**config.mk**
```make
export PLATFORM = sky130hd
export DESIGN_NAME = free_ptr_queue
export DESIGN_NICKNAME = d
export VERILOG_FILES = /design/src/rtl/free_ptr_queue_pkg.sv /design/src/rtl/free_ptr_queue_fq_mem.sv /design/src/rtl/free_ptr_queue.sv
export SDC_FILE = /design/constraint.sdc
export NUM_CORES = 2
export LEC_CHECK = 0
export CAP_MARGIN = 40
export CORE_MARGIN = 2
export CORE_UTILIZATION = 50
export DETAILED_ROUTE_END_ITERATION = 8
export PLACE_DENSITY = 0.65
export REMOVE_ABC_BUFFERS = 1
export SKIP_LAST_GASP = 1
export SLEW_MARGIN = 0
export SYNTH_ARGS = -nofsm -noshare
export SYNTH_HDL_FRONTEND = slang
export SYNTH_MEMORY_MAX_BITS = 65536
export SYNTH_SLANG_ARGS = --single-unit
```
**constraint.sdc**
```tcl
create_clock -name clk -period 28.5 [get_ports clk]
set_input_delay 4.275 -clock clk [delete_from_list [all_inputs] [get_ports clk]]
set_output_delay 4.275 -clock clk [all_outputs]
set_load 0.05 [all_outputs]
```
**src/rtl/free_ptr_queue_pkg.sv**
```systemverilog
// ---------------------------------------------------------------------------
// free_ptr_queue_pkg
//   Shared sizing and types for the free-cell pointer queue.
//   FQ_DEPTH  : number of cell pointers managed (power of two)
//   FQ_AW     : log2(FQ_DEPTH), stored pointer width
//   FQ_CNT_W  : occupancy counter width (must hold FQ_DEPTH itself)
//   FQ_OUT_W  : width of the zero-extended head pointer output
// ---------------------------------------------------------------------------
package free_ptr_queue_pkg;

  localparam int FQ_DEPTH = 512;
  localparam int FQ_AW    = 9;
  localparam int FQ_CNT_W = 10;
  localparam int FQ_OUT_W = 10;

  typedef logic [FQ_AW-1:0] cell_ptr_t;

  // INIT loads 0..DEPTH-1 into the RAM; RUN is normal FIFO operation.
  typedef enum logic {
    FQ_INIT = 1'b0,
    FQ_RUN  = 1'b1
  } fq_state_e;

endpackage

```
**src/rtl/free_ptr_queue_fq_mem.sv**
```systemverilog
// ---------------------------------------------------------------------------
// fq_mem
//   DEPTH x AW pointer storage: one synchronous write port and one
//   asynchronous (distributed-RAM style) read port, so the queue head is
//   visible in the same cycle it is addressed. No reset / clear of contents.
//   Ports:
//     clk       in  clock (write on rising edge)
//     we_i      in  write enable
//     waddr_i   in  write address
//     wdata_i   in  write data
//     raddr_i   in  read address
//     rdata_o   out combinational read data
// ---------------------------------------------------------------------------
module fq_mem
  import free_ptr_queue_pkg::*;
#(
  parameter int DEPTH = FQ_DEPTH,
  parameter int AW    = FQ_AW
) (
  input  logic          clk,
  input  logic          we_i,
  input  logic [AW-1:0] waddr_i,
  input  logic [AW-1:0] wdata_i,
  input  logic [AW-1:0] raddr_i,
  output logic [AW-1:0] rdata_o
);

  logic [AW-1:0] mem [DEPTH];

  always_ff @(posedge clk) begin
    if (we_i) begin
      mem[waddr_i] <= wdata_i;
    end
  end

  assign rdata_o = mem[raddr_i];

endmodule

```
**src/rtl/free_ptr_queue.sv**
```systemverilog
// ---------------------------------------------------------------------------
// free_ptr_queue
//   Free-cell pointer queue for the shared-buffer switch core. After reset it
//   fills itself with pointers 0..DEPTH-1, then behaves as a show-ahead FIFO:
//   the write side pops free pointers, the read side pushes them back.
//   Ports:
//     clk             in   clock, rising edge
//     rstn            in   asynchronous active-low reset
//     ptr_din         in   returned pointer, only [AW-1:0] stored
//     FQ_wr           in   push ptr_din at the tail
//     FQ_rd           in   pop the head
//     ptr_dout_s      out  head pointer (show-ahead), 0 when empty
//     ptr_fifo_empty  out  registered, 1 when FQ_count == 0
//     FQ_act          out  1 once initialisation has finished
//     FQ_count        out  registered number of queued pointers
// ---------------------------------------------------------------------------
module free_ptr_queue
  import free_ptr_queue_pkg::*;
#(
  parameter int DEPTH = FQ_DEPTH,
  parameter int AW    = FQ_AW,
  parameter int OUT_W = FQ_OUT_W,
  parameter int CNT_W = FQ_CNT_W
) (
  input  logic             clk,
  input  logic             rstn,
  input  logic [15:0]      ptr_din,
  input  logic             FQ_wr,
  input  logic             FQ_rd,
  output logic [OUT_W-1:0] ptr_dout_s,
  output logic             ptr_fifo_empty,
  output logic             FQ_act,
  output logic [CNT_W-1:0] FQ_count
);

  fq_state_e      state_q, state_d;
  logic [AW-1:0]  rd_ptr_q, rd_ptr_d;
  logic [AW-1:0]  wr_ptr_q, wr_ptr_d;
  logic [CNT_W-1:0] count_q, count_d;
  logic           empty_q, empty_d;

  logic           do_rd, do_wr, full;
  logic           mem_we;
  logic [AW-1:0]  mem_wdata;
  logic [AW-1:0]  rd_data;

  // Upper pointer bits are don't-care by design.
  logic           unused_din_hi;
  assign unused_din_hi = ^ptr_din[15:AW];

  assign full = (count_q == CNT_W'(DEPTH));

  // State register plus datapath registers.
  always_ff @(posedge clk or negedge rstn) begin
    if (!rstn) begin
      state_q  <= FQ_INIT;
      rd_ptr_q <= '0;
      wr_ptr_q <= '0;
      count_q  <= '0;
      empty_q  <= 1'b1;
    end else begin
      state_q  <= state_d;
      rd_ptr_q <= rd_ptr_d;
      wr_ptr_q <= wr_ptr_d;
      count_q  <= count_d;
      empty_q  <= empty_d;
    end
  end

  // Next state. During INIT the write pointer doubles as the init counter:
  // the edge that writes the last cell also moves us to RUN.
  always_comb begin
    state_d = state_q;
    case (state_q)
      FQ_INIT: if (wr_ptr_q == AW'(DEPTH - 1)) state_d = FQ_RUN;
      FQ_RUN:  state_d = FQ_RUN;
      default: state_d = FQ_INIT;
    endcase
  end

  // Outputs / datapath control.
  always_comb begin
    do_rd     = 1'b0;
    do_wr     = 1'b0;
    mem_we    = 1'b0;
    mem_wdata = wr_ptr_q;
    rd_ptr_d  = rd_ptr_q;
    wr_ptr_d  = wr_ptr_q;
    count_d   = count_q;
    case (state_q)
      FQ_INIT: begin
        // mem[i] = i, user requests ignored.
        mem_we    = 1'b1;
        mem_wdata = wr_ptr_q;
        wr_ptr_d  = wr_ptr_q + AW'(1);
        count_d   = count_q + CNT_W'(1);
      end
      FQ_RUN: begin
        do_rd = FQ_rd && !empty_q;
        // A push into a full queue is still accepted when a pop frees the
        // slot in the same cycle; the head is read before the edge so the
        // overwrite of mem[rd_ptr] (== wr_ptr when full) is harmless.
        do_wr = FQ_wr && (!full || do_rd);
        mem_we    = do_wr;
        mem_wdata = ptr_din[AW-1:0];
        if (do_rd) rd_ptr_d = rd_ptr_q + AW'(1);
        if (do_wr) wr_ptr_d = wr_ptr_q + AW'(1);
        count_d = count_q + CNT_W'(do_wr) - CNT_W'(do_rd);
      end
      default: ;
    endcase
  end

  assign empty_d = (count_d == '0);

  fq_mem #(
    .DEPTH (DEPTH),
    .AW    (AW)
  ) u_mem (
    .clk     (clk),
    .we_i    (mem_we),
    .waddr_i (wr_ptr_q),
    .wdata_i (mem_wdata),
    .raddr_i (rd_ptr_q),
    .rdata_o (rd_data)
  );

  assign ptr_dout_s     = empty_q ? '0 : OUT_W'(rd_data);
  assign ptr_fifo_empty = empty_q;
  assign FQ_count       = count_q;
  assign FQ_act         = (state_q == FQ_RUN);

endmodule

```
== Word level (Yosys, flattened, before mapping) ==
Memory sizes are Yosys's and may differ from the RTL's.
Index checks and enable logic that the tools add are counted.

* Word-level logic and storage cells: 32
* Memories: 1
* Register bits: 30
* Input bits: 20
* Output and inout port bits: 22
* Memory bits (writable): 4,608

* Mux-type cells: 10
* Eq/ne operators: 3
* Bitwise gates (word level): 1
* Add/sub/neg operators: 5
* Reduce and logical (&&, ||, !) cells: 7

{| class="wikitable"
|+ Memories
! memory !! words !! width !! read ports !! clocked after Yosys merged registers in !! write ports !! line !! source
|-
| u_mem.mem || 512 || 9 || 1 || 0 || 1 || free_ptr_queue_fq_mem.sv:28 || <nowiki>logic [AW-1:0] mem [DEPTH];</nowiki>
|}

{| class="wikitable"
|+ Operators by type and width
! cell !! number
|-
| $pmux W9 S2 || 2
|-
| $pmux W10 S2 || 1
|-
| $add A9 B1 Y9 const B || 2
|-
| $mux W9 || 2
|-
| $add A10 B1 Y10 || 1
|-
| $add A10 B1 Y10 const B || 1
|-
| $eq A10 B10 Y1 const B || 1
|-
| $logic_not A10 Y1 || 1
|-
| $sub A10 B1 Y10 || 1
|-
| $eq A9 B9 Y1 const B || 1
|-
| $pmux W1 S2 || 2
|-
| $mux W1 || 3
|-
| $logic_and A1 B1 Y1 || 2
|-
| $logic_not A1 Y1 || 2
|-
| $ne A2 B1 Y1 const B || 1
|-
| $reduce_and A2 Y1 || 1
|-
| $logic_or A1 B1 Y1 || 1
|-
| $not A1 Y1 || 1
|}

== Longest topological paths before layout ==
* Depth after elaboration: 8
* Depth in mapped cells: 14
* Mapped depth without buffers: 14

== Hierarchy ==
From an unflattened synthesis, not the netlist that was laid out.

* Cells, all modules: 9,096
* Area, all modules: 181,627.9 um^2

{| class="wikitable"
|+ By module, submodules not included
! module !! times used !! area each (um^2) !! cells each !! seq. area each (um^2)
|-
| fq_mem || 1 || 179,434.6 || 8,879 || 138,372.7
|-
| free_ptr_queue || 1 || 2,193.4 || 217 || 752.0
|}

== Least setup slack after synthesis ==
No wires, ideal clock.

* Path type: register to register
* Start point: reg state_q (netlist: FQ_act)
* End point: mem u_mem.mem[0][0] (netlist bit), data pin
* Buffers on the path: 4
* Data required time: 24,327 ps
* Path slack: 3,071 ps
* Clock period less this slack: 25,429 ps
* Library setup time: 4,173 ps
* Cell stages (with the launch flop): 6
* Arrival time: 21,256 ps
* Cell sequence: dfrtp_1 -> clkbuf_1 -> clkbuf_1 -> buf_1 -> buf_1 -> o21ai_0

* Longest elaborated chain between the ends: 2

{| class="wikitable"
|+ RTL lines
! element !! line !! source
|-
| start, declared || free_ptr_queue.sv:36 || <nowiki>fq_state_e state_q, state_d;</nowiki>
|-
| start signal, assigned || free_ptr_queue.sv:62 || <nowiki>state_q <= state_d;</nowiki>
|-
| $not A1 Y1 || free_ptr_queue.sv:90 || <nowiki>case (state_q)</nowiki>
|-
| $pmux W9 S2 * || free_ptr_queue.sv:90 ||
|-
| net mem_wdata[0] || free_ptr_queue.sv:44 || <nowiki>logic [AW-1:0] mem_wdata;</nowiki>
|-
| end, declared || free_ptr_queue_fq_mem.sv:28 ||
|}

Mark *: on every way through the listed nets, which the timed path passes. The rest lies on a longest branch.

== Worst setup path in the final report ==
* Start point: reg rd_ptr_q[0]
* End point: out ptr_dout_s[7]

* Longest elaborated chain between the ends: 2

{| class="wikitable"
|+ RTL lines
! element !! line !! source
|-
| start, declared || free_ptr_queue.sv:37 || <nowiki>logic [AW-1:0] rd_ptr_q, rd_ptr_d;</nowiki>
|-
| start signal, assigned || free_ptr_queue.sv:63 || <nowiki>rd_ptr_q <= rd_ptr_d;</nowiki>
|-
| $mem_v2 Z512 W9 || n/a ||
|-
| $mux W9 || free_ptr_queue.sv:128 || <nowiki>assign ptr_dout_s = empty_q ? '0 : OUT_W'(rd_data);</nowiki>
|-
| end, declared || free_ptr_queue.sv:30 || <nowiki>output logic [OUT_W-1:0] ptr_dout_s,</nowiki>
|}

Every way passes these cells.

==> out/metrics.yaml <==
status: "finished, final reports clean"
drive_above_1_share_pct: 23.7
critPathLaunchType: "register"
fin_tns_setup_ps: 0
seq_area_frac_synth_pct: 76.5
synth_largest_area_cell: "edfxtp_1"
finalCritPeriodShare_pct: 46.0
clkTransAtPathRegs_ps: 60
crit_start: "rd_ptr_q[0]$_DFFE_PN0P_"
wl_um: 498000
nNetsFinal: 8929
p_int_mw: 10.8
power_density_nw_per_um2: 65.2
fin_cells: 14086
irDropWorstVdd_v: 0.0000545
min_path_cells: 1
avgViaCountPerCell: 6.57
synth_top_area_share_pct: 76.1
grt_pass1_wl_um: 694000
whs_ps: 653
grt_max_degree: 215
ys.flop_type: "edfxtp_1"
holdCritPathClass: "reg -> reg"
required_ps: 24230
power_switching_mw: 2.53
final_antenna_net_count: 0
rows: 221
cts_hold_buf: 0
wl_per_cell_um: 35.4
slowest_delay_ps: 910
reg2reg_depth: 7
cts_buffers: 443
cp-end-kind: "output port"
clock_skew_ps: 34.4
comb_power_share_pct: 0
initial_core_util_pct: 50.2
area_delta_synth_final_pct: 12.2
min-delay-start: "wr_ptr_q[3]$_DFFE_PN0P_"
ios: 42
hpwl_um: 293000
clk_latency_ps: 990
grt_overflow: 0
root_buffer: "clkbuf_16"
slowest_stage: "dfrtp_4"
cts.sinks: 4638
worst_pin_slew_ps: 1260
power.total_mw: 13.3
gp_congestion: 0.847
crit_top_cell: "buf_4"
netlist_instances: 8421
avgSynthCellArea_um2: 21.6
port_buffers: 33
cts-htree-levels: 5
rsz0062_at_grt: "no"
relSlewSlack_pct: 16.2
cp_cell_sequence: "buf_12 -> buf_4 -> buf_4 -> buf_4 -> buf_4 -> mux4_2 -> mux2_2 -> a221oi_1 -> nor3_1 -> a2111oi_0 -> o31a_1 -> a21oi_1 -> clkdlybuf4s50_1"
crit_type: "reg -> out"
timing.fmax_mhz: 76.3
first_pass_iters: 8
antenna_found_initial: 28
maxCapViolations: 0
coreArea_um2: 362000
p_seq_share_pct: 55.5
ys_async_sr_fraction_pct: 0.647
cp_data_arrival_time_ps: 8840
period_needed_ps: 13110
vias: 92605
die-area_um2: 369000
cts_setup_buffers: 0
final_hold_viol_count: 0
synthTopCellsByArea: "edfxtp_1, mux4_2, mux4_1"
drc: 0
post_cts_resized: 0
die_y_um: 607
setup_viol: 0
die_w_um: 607
track_usage_pct: 26.6
ys.warnings.count: 0
p_leak_nw: 58.1
synth_edf_count: 4608
rr_startpoint: "FQ_act$_DFF_PN0_"
grt_pass1_vias: 90659
dp_slack_ps: 16320
path_max_fanout: 84
cts_buffer_depth: 4
switching_share_pct: 19.0
dp.cells: 13193
tritoncts: "built"
syn_area_um2: 182000
setup_ws_ps: 15390
drtIter0Drc: 14414
clock_power_share_pct: 44.5
ys_seq_elements: 4638
synth_cell_types: 97
finalMaxSlewViolations: 0
## worst max-delay path: cells and delay by family, from the launching register on
kind,cells,cell delay (ps)
compound gates,4,1680
buf+inv,6,3800
flops,1,910
mux,2,960
simple gates,1,280
## power groups by stage
| stage | sequential (mW) | clock [mW] | combinational (mW) |
|---|---|---|---|
| after floorplan | 7.53 | 0 | 0.000794 |
| after global placement | 7.53 | 0 | 0.00489 |
| after detailed placement | 7.53 | 0 | 0.00528 |
| after CTS | 7.38 | 5.98 | 0.00532 |
| after global routing | 7.38 | 6.22 | 0.00540 |
| final | 7.38 | 5.92 | 0.00523 |
## area by class of cell
| type | instances | area [um2] |
|---|---|---|
| clock buffer | 550 | 11700 |
| inverter | 25 | 109 |
| timing repair buffer | 543 | 4860 |
| multi-input combinational | 3229 | 39400 |
| clock inverter | 273 | 2790 |
| tap | 4794 | 6000 |
| antenna | 34 | 85.1 |
| fill | 26232 | 158000 |
| sequential | 4638 | 139000 |
## routing by layer
| metal | track usage [%] | wire length [um] | vias up |
|---|---|---|---|
| met2 | 40.9 | 233000 | 5775 |
| met5 | 0 | 70 | - |
| li1 | - | - | 36481 |
| met3 | 5.57 | 52800 | 980 |
| met1 | 37.4 | 191000 | 49359 |
| met4 | 10.9 | 21000 | 10 |
## flip-flops by register name, summed over array words and instances, names as in the netlist
register,cells
u_mem.mem,4608
FQ_act,1
wr_ptr_q,9
FQ_count,10
rd_ptr_q,9
ptr_fifo_empty,1
## placed cells by master (no fill, tap or decap), drive strengths merged, types with 12 or more instances in the layout
cell | Yosys | layout
edfxtp | 4608 | 4608
mux4 | 1087 | 1087
nor2 | 555 | 555
clkbuf | 222 | 551
buf | 303 | 510
mux2i | 358 | 358
clkinv | 2 | 191
nand2 | 179 | 179
a21oi | 154 | 154
o21ai | 111 | 111
a22oi | 107 | 107
a221oi | 88 | 88
o221ai | 73 | 73
nand3 | 70 | 70
bufinv | 0 | 52
inv | 23 | 36
diode | 0 | 34
clkdlybuf4s50 | 1 | 32
a31oi | 30 | 30
a22o | 30 | 30
o22ai | 29 | 29
dfrtp | 29 | 29
ha | 28 | 28
a211oi | 27 | 27
mux2 | 26 | 26
xnor2 | 22 | 22
o211ai | 22 | 22
and2 | 20 | 20
clkinvlp | 0 | 19
a211o | 17 | 17
nor3 | 15 | 15
and3 | 14 | 14
nor2b | 14 | 14
nand2b | 12 | 12
## stage by stage
stage | util [%] | area [um2]
5_1_grt | 56.3 | 204000
2_1_floorplan | - | 178000
3_3_place_gp | 51.5 | 187000
4_1_cts | 56.3 | 204000
3_5_place_dp | 52.2 | 189000
6_report | 56.4 | 204000
## Yosys cell counts (all sizes together) (8+ instances only)
cell type and n:
o211ai 22, xnor2 22, a221oi 88, inv 23
nand3 70, nand4 10, a22oi 107, a211oi 27
o22ai 29, mux2 26, ha 28, o2111ai 9
o221ai 73, nand2 179, nor2b 14, a21oi 154
buf 303, dfrtp 29, and2 20, clkbuf 222
mux4 1087, a221o 8, and3 14, a31oi 30
nand2b 12, o21ai 111, edfxtp 4608, mux2i 358
nor3 15, a211o 17, a22o 30, nor2 555
## worst paths after layout
path	end	slack, ps
hold / removal	wr_ptr_q[3]$_DFFE_PN0P_	650
setup / recovery	ptr_dout_s[7]	15390
setup reg to reg	u_mem.mem[445][2]$_DFFE_PP_	23530
max in group asynchronous	rd_ptr_q[4]$_DFFE_PN0P_	24840
hold reg to reg	wr_ptr_q[3]$_DFFE_PN0P_	650
min in group asynchronous	FQ_count[7]$_DFF_PN0_	3160
## logic make-up after synthesis
| group | Yosys count | share of synthesized area, % |
|---|---|---|
| flip-flops | 4638 | 76.5 |
| buffers and inverters | 554 | 2.11 |
| other | 1 | 0.00206 |
| AND/OR/NAND/NOR | 926 | 2.15 |
| multiplexers | 1471 | 15.9 |
| adder cells (fa/ha/maj) | 29 | 0.204 |
| AO/OA/AOI/OAI | 775 | 3.03 |
| XOR/XNOR | 27 | 0.130 |
Power figures use the tool's default switching activity.
